[config.mk]
export PLATFORM = sky130hd
export DESIGN_NAME = pll_lock_sequencer
export DESIGN_NICKNAME = d
export VERILOG_FILES = /design/src/rtl/pll_lock_sequencer.sv
export SDC_FILE = /design/constraint.sdc
export NUM_CORES = 1
export LEC_CHECK = 0
export CAP_MARGIN = 20
export CORE_ASPECT_RATIO = 0.5
export CORE_MARGIN = 3
export CORE_UTILIZATION = 57
export CTS_BUF_LIST = sky130_fd_sc_hd__clkbuf_8
export DETAILED_ROUTE_END_ITERATION = 10
export PLACE_DENSITY = 0.75
export SYNTH_ARGS = -nofsm -noshare
export SYNTH_HDL_FRONTEND = slang
export SYNTH_SLANG_ARGS = --single-unit
[constraint.sdc]
create_clock -name clock_in -period 3.15 [get_ports clock_in]
set_clock_uncertainty 0.15 [all_clocks]
set_input_delay 0.63 -clock clock_in [delete_from_list [all_inputs] [get_ports clock_in]]
set_output_delay 0.63 -clock clock_in [all_outputs]
set_load 0.05 [all_outputs]
[src/rtl/pll_lock_sequencer.sv]
// pll_lock_sequencer: iCE40 PLL reset, lock qualification and retry sequencer.
// Runs on the PLL reference clock and owns the downstream design reset.
module pll_lock_sequencer #(
    parameter int RESET_CYCLES  = 16,
    parameter int STABLE_CYCLES = 1024,
    parameter int LOCK_TIMEOUT  = 65536,
    parameter int HOLD_CYCLES   = 256,
    parameter int MAX_RETRIES   = 4,
    parameter int CNT_W         = 8
) (
    input  logic             clock_in,
    input  logic             reset,
    input  logic             locked_in,
    input  logic             restart,
    output logic             pll_resetb,
    output logic             rst_out,
    output logic             ready,
    output logic             fail,
    output logic [2:0]       state,
    output logic [3:0]       retry_count,
    output logic [CNT_W-1:0] loss_count
);
    typedef enum logic [2:0] {
        S_PLL_RESET = 3'd0,
        S_WAIT_LOCK = 3'd1,
        S_HOLD      = 3'd2,
        S_RUN       = 3'd3,
        S_FAIL      = 3'd4
    } state_e;

    localparam int RW = $clog2(RESET_CYCLES + 1);
    localparam int SW = $clog2(STABLE_CYCLES + 1);
    localparam int TW = $clog2(LOCK_TIMEOUT + 1);
    localparam int HW = $clog2(HOLD_CYCLES + 1);

    localparam logic [RW-1:0] RST_LAST   = RW'(RESET_CYCLES - 1);
    localparam logic [SW-1:0] STB_LAST   = SW'(STABLE_CYCLES - 1);
    localparam logic [TW-1:0] TO_LAST    = TW'(LOCK_TIMEOUT - 1);
    localparam logic [HW-1:0] HOLD_LAST  = HW'(HOLD_CYCLES - 1);
    localparam logic [3:0]    RETRY_LAST = 4'(MAX_RETRIES - 1);
    localparam logic [3:0]    RETRY_MAX  = 4'(MAX_RETRIES);

    state_e           state_q, state_d;
    logic [1:0]       sync_q;
    logic             locked_s;
    logic [RW-1:0]    rst_cnt_q, rst_cnt_d;
    logic [SW-1:0]    stb_cnt_q, stb_cnt_d;
    logic [TW-1:0]    to_cnt_q, to_cnt_d;
    logic [HW-1:0]    hold_cnt_q, hold_cnt_d;
    logic [3:0]       retry_q, retry_d;
    logic [CNT_W-1:0] loss_q, loss_d, loss_inc;
    logic             pll_resetb_q, rst_out_q, ready_q, fail_q;

    assign locked_s = sync_q[1];
    assign loss_inc = (loss_q == '1) ? loss_q : loss_q + CNT_W'(1);

    // Bring the asynchronous LOCK pin into the reference-clock domain
    always_ff @(posedge clock_in or posedge reset) begin
        if (reset) begin
            sync_q <= '0;
        end else begin
            sync_q <= {sync_q[0], locked_in};
        end
    end

    // Next-state, counter and loss bookkeeping; restart overrides everything
    always_comb begin
        state_d    = state_q;
        rst_cnt_d  = rst_cnt_q;
        stb_cnt_d  = stb_cnt_q;
        to_cnt_d   = to_cnt_q;
        hold_cnt_d = hold_cnt_q;
        retry_d    = retry_q;
        loss_d     = loss_q;
        if (restart) begin
            state_d    = S_PLL_RESET;
            rst_cnt_d  = '0;
            stb_cnt_d  = '0;
            to_cnt_d   = '0;
            hold_cnt_d = '0;
            retry_d    = '0;
        end else begin
            unique case (state_q)
                S_PLL_RESET: begin
                    if (rst_cnt_q == RST_LAST) begin
                        state_d   = S_WAIT_LOCK;
                        rst_cnt_d = '0;
                    end else begin
                        rst_cnt_d = rst_cnt_q + RW'(1);
                    end
                end
                S_WAIT_LOCK: begin
                    stb_cnt_d = locked_s ? stb_cnt_q + SW'(1) : '0;
                    to_cnt_d  = to_cnt_q + TW'(1);
                    if (locked_s && stb_cnt_q == STB_LAST) begin
                        state_d   = S_HOLD;
                        stb_cnt_d = '0;
                        to_cnt_d  = '0;
                    end else if (to_cnt_q == TO_LAST) begin
                        stb_cnt_d = '0;
                        to_cnt_d  = '0;
                        if (retry_q == RETRY_LAST) begin
                            state_d = S_FAIL;
                            retry_d = RETRY_MAX;
                        end else begin
                            state_d = S_PLL_RESET;
                            retry_d = retry_q + 4'd1;
                        end
                    end
                end
                S_HOLD: begin
                    if (!locked_s) begin
                        state_d    = S_PLL_RESET;
                        hold_cnt_d = '0;
                        loss_d     = loss_inc;
                    end else if (hold_cnt_q == HOLD_LAST) begin
                        state_d    = S_RUN;
                        hold_cnt_d = '0;
                        retry_d    = '0;
                    end else begin
                        hold_cnt_d = hold_cnt_q + HW'(1);
                    end
                end
                S_RUN: begin
                    if (!locked_s) begin
                        state_d = S_PLL_RESET;
                        loss_d  = loss_inc;
                    end
                end
                S_FAIL: begin
                    state_d = S_FAIL;
                end
                default: begin
                    state_d = S_PLL_RESET;
                end
            endcase
        end
    end

    // State, counters and status outputs registered together from next state
    always_ff @(posedge clock_in or posedge reset) begin
        if (reset) begin
            state_q      <= S_PLL_RESET;
            rst_cnt_q    <= '0;
            stb_cnt_q    <= '0;
            to_cnt_q     <= '0;
            hold_cnt_q   <= '0;
            retry_q      <= '0;
            loss_q       <= '0;
            pll_resetb_q <= 1'b0;
            rst_out_q    <= 1'b1;
            ready_q      <= 1'b0;
            fail_q       <= 1'b0;
        end else begin
            state_q      <= state_d;
            rst_cnt_q    <= rst_cnt_d;
            stb_cnt_q    <= stb_cnt_d;
            to_cnt_q     <= to_cnt_d;
            hold_cnt_q   <= hold_cnt_d;
            retry_q      <= retry_d;
            loss_q       <= loss_d;
            pll_resetb_q <= (state_d != S_PLL_RESET) && (state_d != S_FAIL);
            rst_out_q    <= (state_d != S_RUN);
            ready_q      <= (state_d == S_RUN);
            fail_q       <= (state_d == S_FAIL);
        end
    end

    assign pll_resetb  = pll_resetb_q;
    assign rst_out     = rst_out_q;
    assign ready       = ready_q;
    assign fail        = fail_q;
    assign state       = state_q;
    assign retry_count = retry_q;
    assign loss_count  = loss_q;

endmodule

==> qor.txt, run 1 <==
max-cap viol count - 0
Fillers - 361
root buf cell - clkbuf_8
I/O pins - 23
largest cells by area after synthesis - dfrtp_1 (48%), nand2_1 (4.2%), nor2_1 (4.0%)
H-tree lvl count - 3
Clk Latency, worst-skew pair - 350 ps
Max rail drop VDD - 0.000335 V
GRT overflow - 0
total CTS buffers - 9
largest net degree at the start of global routing - 39
WL per Instance - 17.1 um
sequential area share after synthesis - 48.5%
Pint - 1.15 mW
clock share of power - 38.0%
share of layout cells above drive strength 1 - 11.1%
Post-synth EDFFs - 0
post-synth top area share - 47.7%
RSZ-0062 raised after global routing - no
worst setup path category - flop to flop
Rows - 18
outcome - finished, final reports clean
setup bufs post-CTS - 0
Final Hold Viols - 0
synth-to-layout area growth - 15.2%
chip height - 59.4 um
WP buf/inv - 0
Crit-path slowest cell - nor4_4
CP Max Fanout - 9
Max Clk Rate - 387 MHz
type of origin of the critical path - flop
data arrival time of the critical path - 2640 ps
Max Slew Vio Count - 0
Cell Area, Placed - 3580 um2
Register Area - 1580 um2
CTS resizes - 0
first-pass GRT wire length - 12700 um
Async S/R FF share, synth - 100%
Sw Share - 25.5%
CTS max path bufs - 2
cts hold-fix bufs - 0
Worst-path clk slew - 60 ps
Final Cycle Share - 81.9%
nets - 366
final setup fails - 0
drt initial violations - 172
Tmin final - 2580 ps
final instance area - 3750 um2
DIE AREA - 6700 um2
Yosys cell types - 59
measured slew at the worst slew-check pin - 637 ps
most used cell, CP - nor2_1
DR pass1 iterations - 9
post-route ant nets - 0
area of the multi-input gates - 1610 um2
CP endpoint kind - flop
Setup WS post-layout - 569 ps
clk sinks - 63
Lkg Pwr - 1.63 nW
list of most frequent post-synthesis cells - dfrtp_1 (62), nand2_1 (36), nor2_1 (35)
Detail Placement HPWL - 5080 um
DRC Markers - 0
crit-path cells - ha_1, nand3_1, nor4_4, a21oi_1, nor2_1, nor2_1
combinational power share - 8.1%
initial antenna violation count - 0
syn nets - 332
Net Switching - 0.396 mW
Mapped Cells - 322
Util after Layout - 72.0%
placer congestion estimate - 0.865
headroom to the max-slew limit - 57.2%
Vias/cell - 6.36
# port buffers - 22
CTS tree - done
Critical Path RT - 3200 ps
WL final - 7370 um
worst slack, placed - 439 ps
Synth Flop Type - dfrtp_1
cell family with most CP delay - simple AND/OR/NAND/NOR gates
GRT Total Usage - 24.2%
Syn Std Cell Area - 3250 um2
vias in the first global route - 2666
top-count cell post-synth - dfrtp_1
Hold Crit Class - flop to flop
Yosys Warn Count - 0
Initial Utilization - 62.5%
Die Wd - 113 um
antenna cell count - 0
via count - 2740
area leader, netlist - dfrtp_1
#FFs+latches synth - 63
core footprint - 5200 um2
Mapped Avg Cell Area - 10.1 um2
Worst path max stage delay - 550 ps
Pwr per Cell Area - 414 nW/um2
setup TNS - 0 ps
sequential power share - 53.8%
==> metrics by stage <==
| step | power (mW) | hold slack, ps | std cells |
|---|---|---|---|
| floorplan | 0.930 | 181 | 322 |
| global placement | 0.973 | 184 | 415 |
| detailed placement | 0.977 | 189 | 415 |
| CTS | 1.56 | 206 | 431 |
| global route | 1.62 | 213 | 431 |
| finish | 1.55 | 201 | 431 |
==> final cells by class <==
| type | instances | share of cell area, % |
|---|---|---|
| multi-input cells | 246 | 43.0 |
| flip-flops and latches | 63 | 42.1 |
| repair buffers | 28 | 7.41 |
| clock buffers | 10 | 3.67 |
| well taps | 70 | 2.34 |
| inverters | 8 | 0.802 |
| clock inverters | 6 | 0.635 |
==> registers in the layout (all words and copies together) (netlist names) <==
register / cells
pll_resetb: 1
to_cnt_q: 17
retry_count: 4
rst_out: 1
fail: 1
ready: 1
rst_cnt_q: 5
stb_cnt_q: 11
state: 3
sync_q: 2
hold_cnt_q: 9
loss_count: 8
==> worst register-to-register path: stages, from the launching register on <==
cell,delay [ps]
dfrtp_1,440
ha_1,240
nand3_1,240
nor4_4,550
a21oi_1,320
nor2_1,380
nor2_1,110
==> power groups by stage <==
stage                     logic (mW)  registers [mW]  clock network (mW)
final                          0.126           0.835               0.589
after global routing           0.138           0.837               0.641
after CTS                      0.128           0.835               0.600
after detailed placement       0.127           0.850                   0
after global placement         0.124           0.849                   0
after floorplan               0.0570           0.873                   0
==> cells in the final DEF, fill, tap and decap left out, drive strengths merged, types with 4 or more instances in the layout <==
| cell type | instances |
|---|---|
| ha | 6 |
| nor3 | 12 |
| o311ai | 5 |
| o21a | 7 |
| nand4 | 11 |
| o31ai | 5 |
| xor2 | 8 |
| nor4 | 7 |
| nor2 | 35 |
| a21oi | 10 |
| clkdlybuf4s50 | 22 |
| and3 | 4 |
| a21o | 4 |
| inv | 12 |
| nand2 | 36 |
| o21ai | 16 |
| a31oi | 13 |
| xnor2 | 8 |
| clkbuf | 10 |
| nand3 | 14 |
| dfrtp | 62 |
| buf | 6 |
| nor3b | 5 |
==> worst paths after layout <==
kind	slack (ps)	endpoint	from	cells past startpoint
min reg2reg	200	sync_q[1]	sync_q[0]	0
min in group asynchronous	520	loss_count[0]	reset	2
max	570	to_cnt_q[5]	to_cnt_q[1]	6
min	200	sync_q[1]	sync_q[0]	0
max reg2reg	570	to_cnt_q[5]	to_cnt_q[1]	6
max in group asynchronous	1700	rst_out	reset	3
==> logic make-up after synthesis <==
| family | Yosys count | share of synthesized area (%) |
|---|---|---|
| mux | 6 | 2.08 |
| compound gates | 78 | 18.0 |
| flops | 63 | 48.5 |
| fa+ha+maj | 6 | 2.31 |
| buf+inv | 13 | 1.96 |
| simple gates | 140 | 22.8 |
| xor+xnor | 16 | 4.31 |
==> routing by layer <==
layer  GRT usage [%]  vias to the layer above  routed length (um)
met5               0                        -                   0
met4            10.3                        0                 162
met3            7.14                       25                 461
met2            40.0                       96                3470
met1            30.3                     1354                3280
li1                -                     1265                   -
No activity file was read; power rests on OpenSTA's default activity.
==> inputs of run 2 (changes only) <==
Clock period 3.15 ns to 2.7 ns, I/O delays scaled along.
==> qor.txt, run 2 (synthesis gave the netlist of run 1 again) <==
outcome - finished, final reports clean
synth-to-layout area growth - 17.4%
Setup WS post-layout - 274 ps
Tmin final - 2430 ps
hold wc startpoint - sync_q[0]
crit-path cells - clkdlybuf4s50_1
Detail Placement HPWL - 5000 um
Crit-path slowest cell - clkdlybuf4s50_1
Critical Path RT - 2010 ps
Lkg Pwr - 1.65 nW
via count - 2686
Worst-path clk slew - 60 ps
Register Area - 1580 um2
share of layout cells above drive strength 1 - 13.4%
cts hold-fix bufs - 0
nets - 373
cell family with most CP delay - buffers and inverters
core footprint - 5200 um2
Rows - 18
non-filler cells, final - 435
placed cells - 422
first-pass GRT wire length - 12000 um
placer congestion estimate - 0.906
initial antenna violation count - 0
Initial Utilization - 62.5%
final instance area - 3820 um2
chip height - 59.4 um
vias in the first global route - 2520
total CTS buffers - 9
RSZ-0062 raised after global routing - no
# port buffers - 22
headroom to the max-slew limit - 56.0%
CTS resizes - 0
Fillers - 383
Util after Layout - 73.4%
H-tree lvl count - 3
I/O pins - 23
GRT overflow - 0
Vias/cell - 6.17
hold slack - 205 ps
Largest register FFs - 17
DRC Markers - 0
area of the multi-input gates - 1610 um2
worst reg2reg path startpoint - stb_cnt_q[0]
beginning of the critical path - state[2]
Pwr per Cell Area - 484 nW/um2
Max Slew Vio Count - 0
Cell Area, Placed - 3650 um2
root buf cell - clkbuf_8
clk sinks - 63
Max Clk Rate - 412 MHz
largest registers - to_cnt_q (17), stb_cnt_q (11), hold_cnt_q (9)
CTS tree - done
CTS max path bufs - 2
setup TNS - 0 ps
DIE AREA - 6700 um2
GRT Total Usage - 23.2%
drt initial violations - 163
commonest non-fill, non-tap cell in the layout - dfrtp_1
worst setup path category - flop to output port
antenna cell count - 0
Overall Power - 1.85 mW
measured slew at the worst slew-check pin - 655 ps
Final Hold Viols - 0
post-route ant nets - 0
largest net degree at the start of global routing - 64
data arrival time of the critical path - 1740 ps
CP Max Fanout - 10
max-cap viol count - 0
setup bufs post-CTS - 0
type of origin of the critical path - flop
Worst path max stage delay - 870 ps
Clk Latency, worst-skew pair - 340 ps
Reg with most FFs - to_cnt_q
DR pass1 iterations - 4
WL per Instance - 16.4 um
Max rail drop VDD - 0.000392 V
Hold Crit Class - flop to flop
Final Cycle Share - 89.9%
WP buf/inv - 1
WL final - 7130 um
CP endpoint kind - output port
most frequent cells in the layout - dfrtp_1 (62), nand2_1 (36), nor2_1 (35), clkdlybuf4s50_1 (22), o21ai_0 (16)
Die Wd - 113 um
final setup fails - 0
worst slack, placed - 164 ps
run 2: changes by cell type in the layout (fill, tap and decap cells not counted):
cell,previous run,this run
buf_4,5,11
inv_1,11,6
clkbuf_8,10,12
buf_12,1,2
run 2: area by class of cell:
cell class                 count  area share [%]
sequential                    63            41.3
timing repair buffer          35            8.97
inverter                       8           0.786
clock inverter                 1           0.131
tap                           70            2.29
clock buffer                  12            4.32
multi-input combinational    246            42.2
run 2: routing by layer:
metal / share of wire, % / vias to the layer above / global-route usage, %
li1: - / 1286 / -
met1: 45 / 1321 / 29.5
met2: 48 / 69 / 37.8
met3: 5.9 / 10 / 6.73
met4: 1.1 / 0 / 9.76
met5: 0 / - / 0
run 2: worst paths after layout:
path | slack (ps) | to | cells after the start
setup reg to reg | 340 | retry_count[0] | 6
min in group asynchronous | 420 | retry_count[2] | 3
hold / removal | 200 | sync_q[1] | 0
hold reg to reg | 200 | sync_q[1] | 0
setup / recovery | 270 | state[2] | 1
max in group asynchronous | 1660 | rst_out | 3
run 2: power by group:
group          internal [mW]  total [mW]  switching, mW
sequential             0.958       0.974         0.0159
clock                  0.391       0.723          0.332
combinational         0.0518       0.151         0.0994
total                   1.40        1.85          0.447
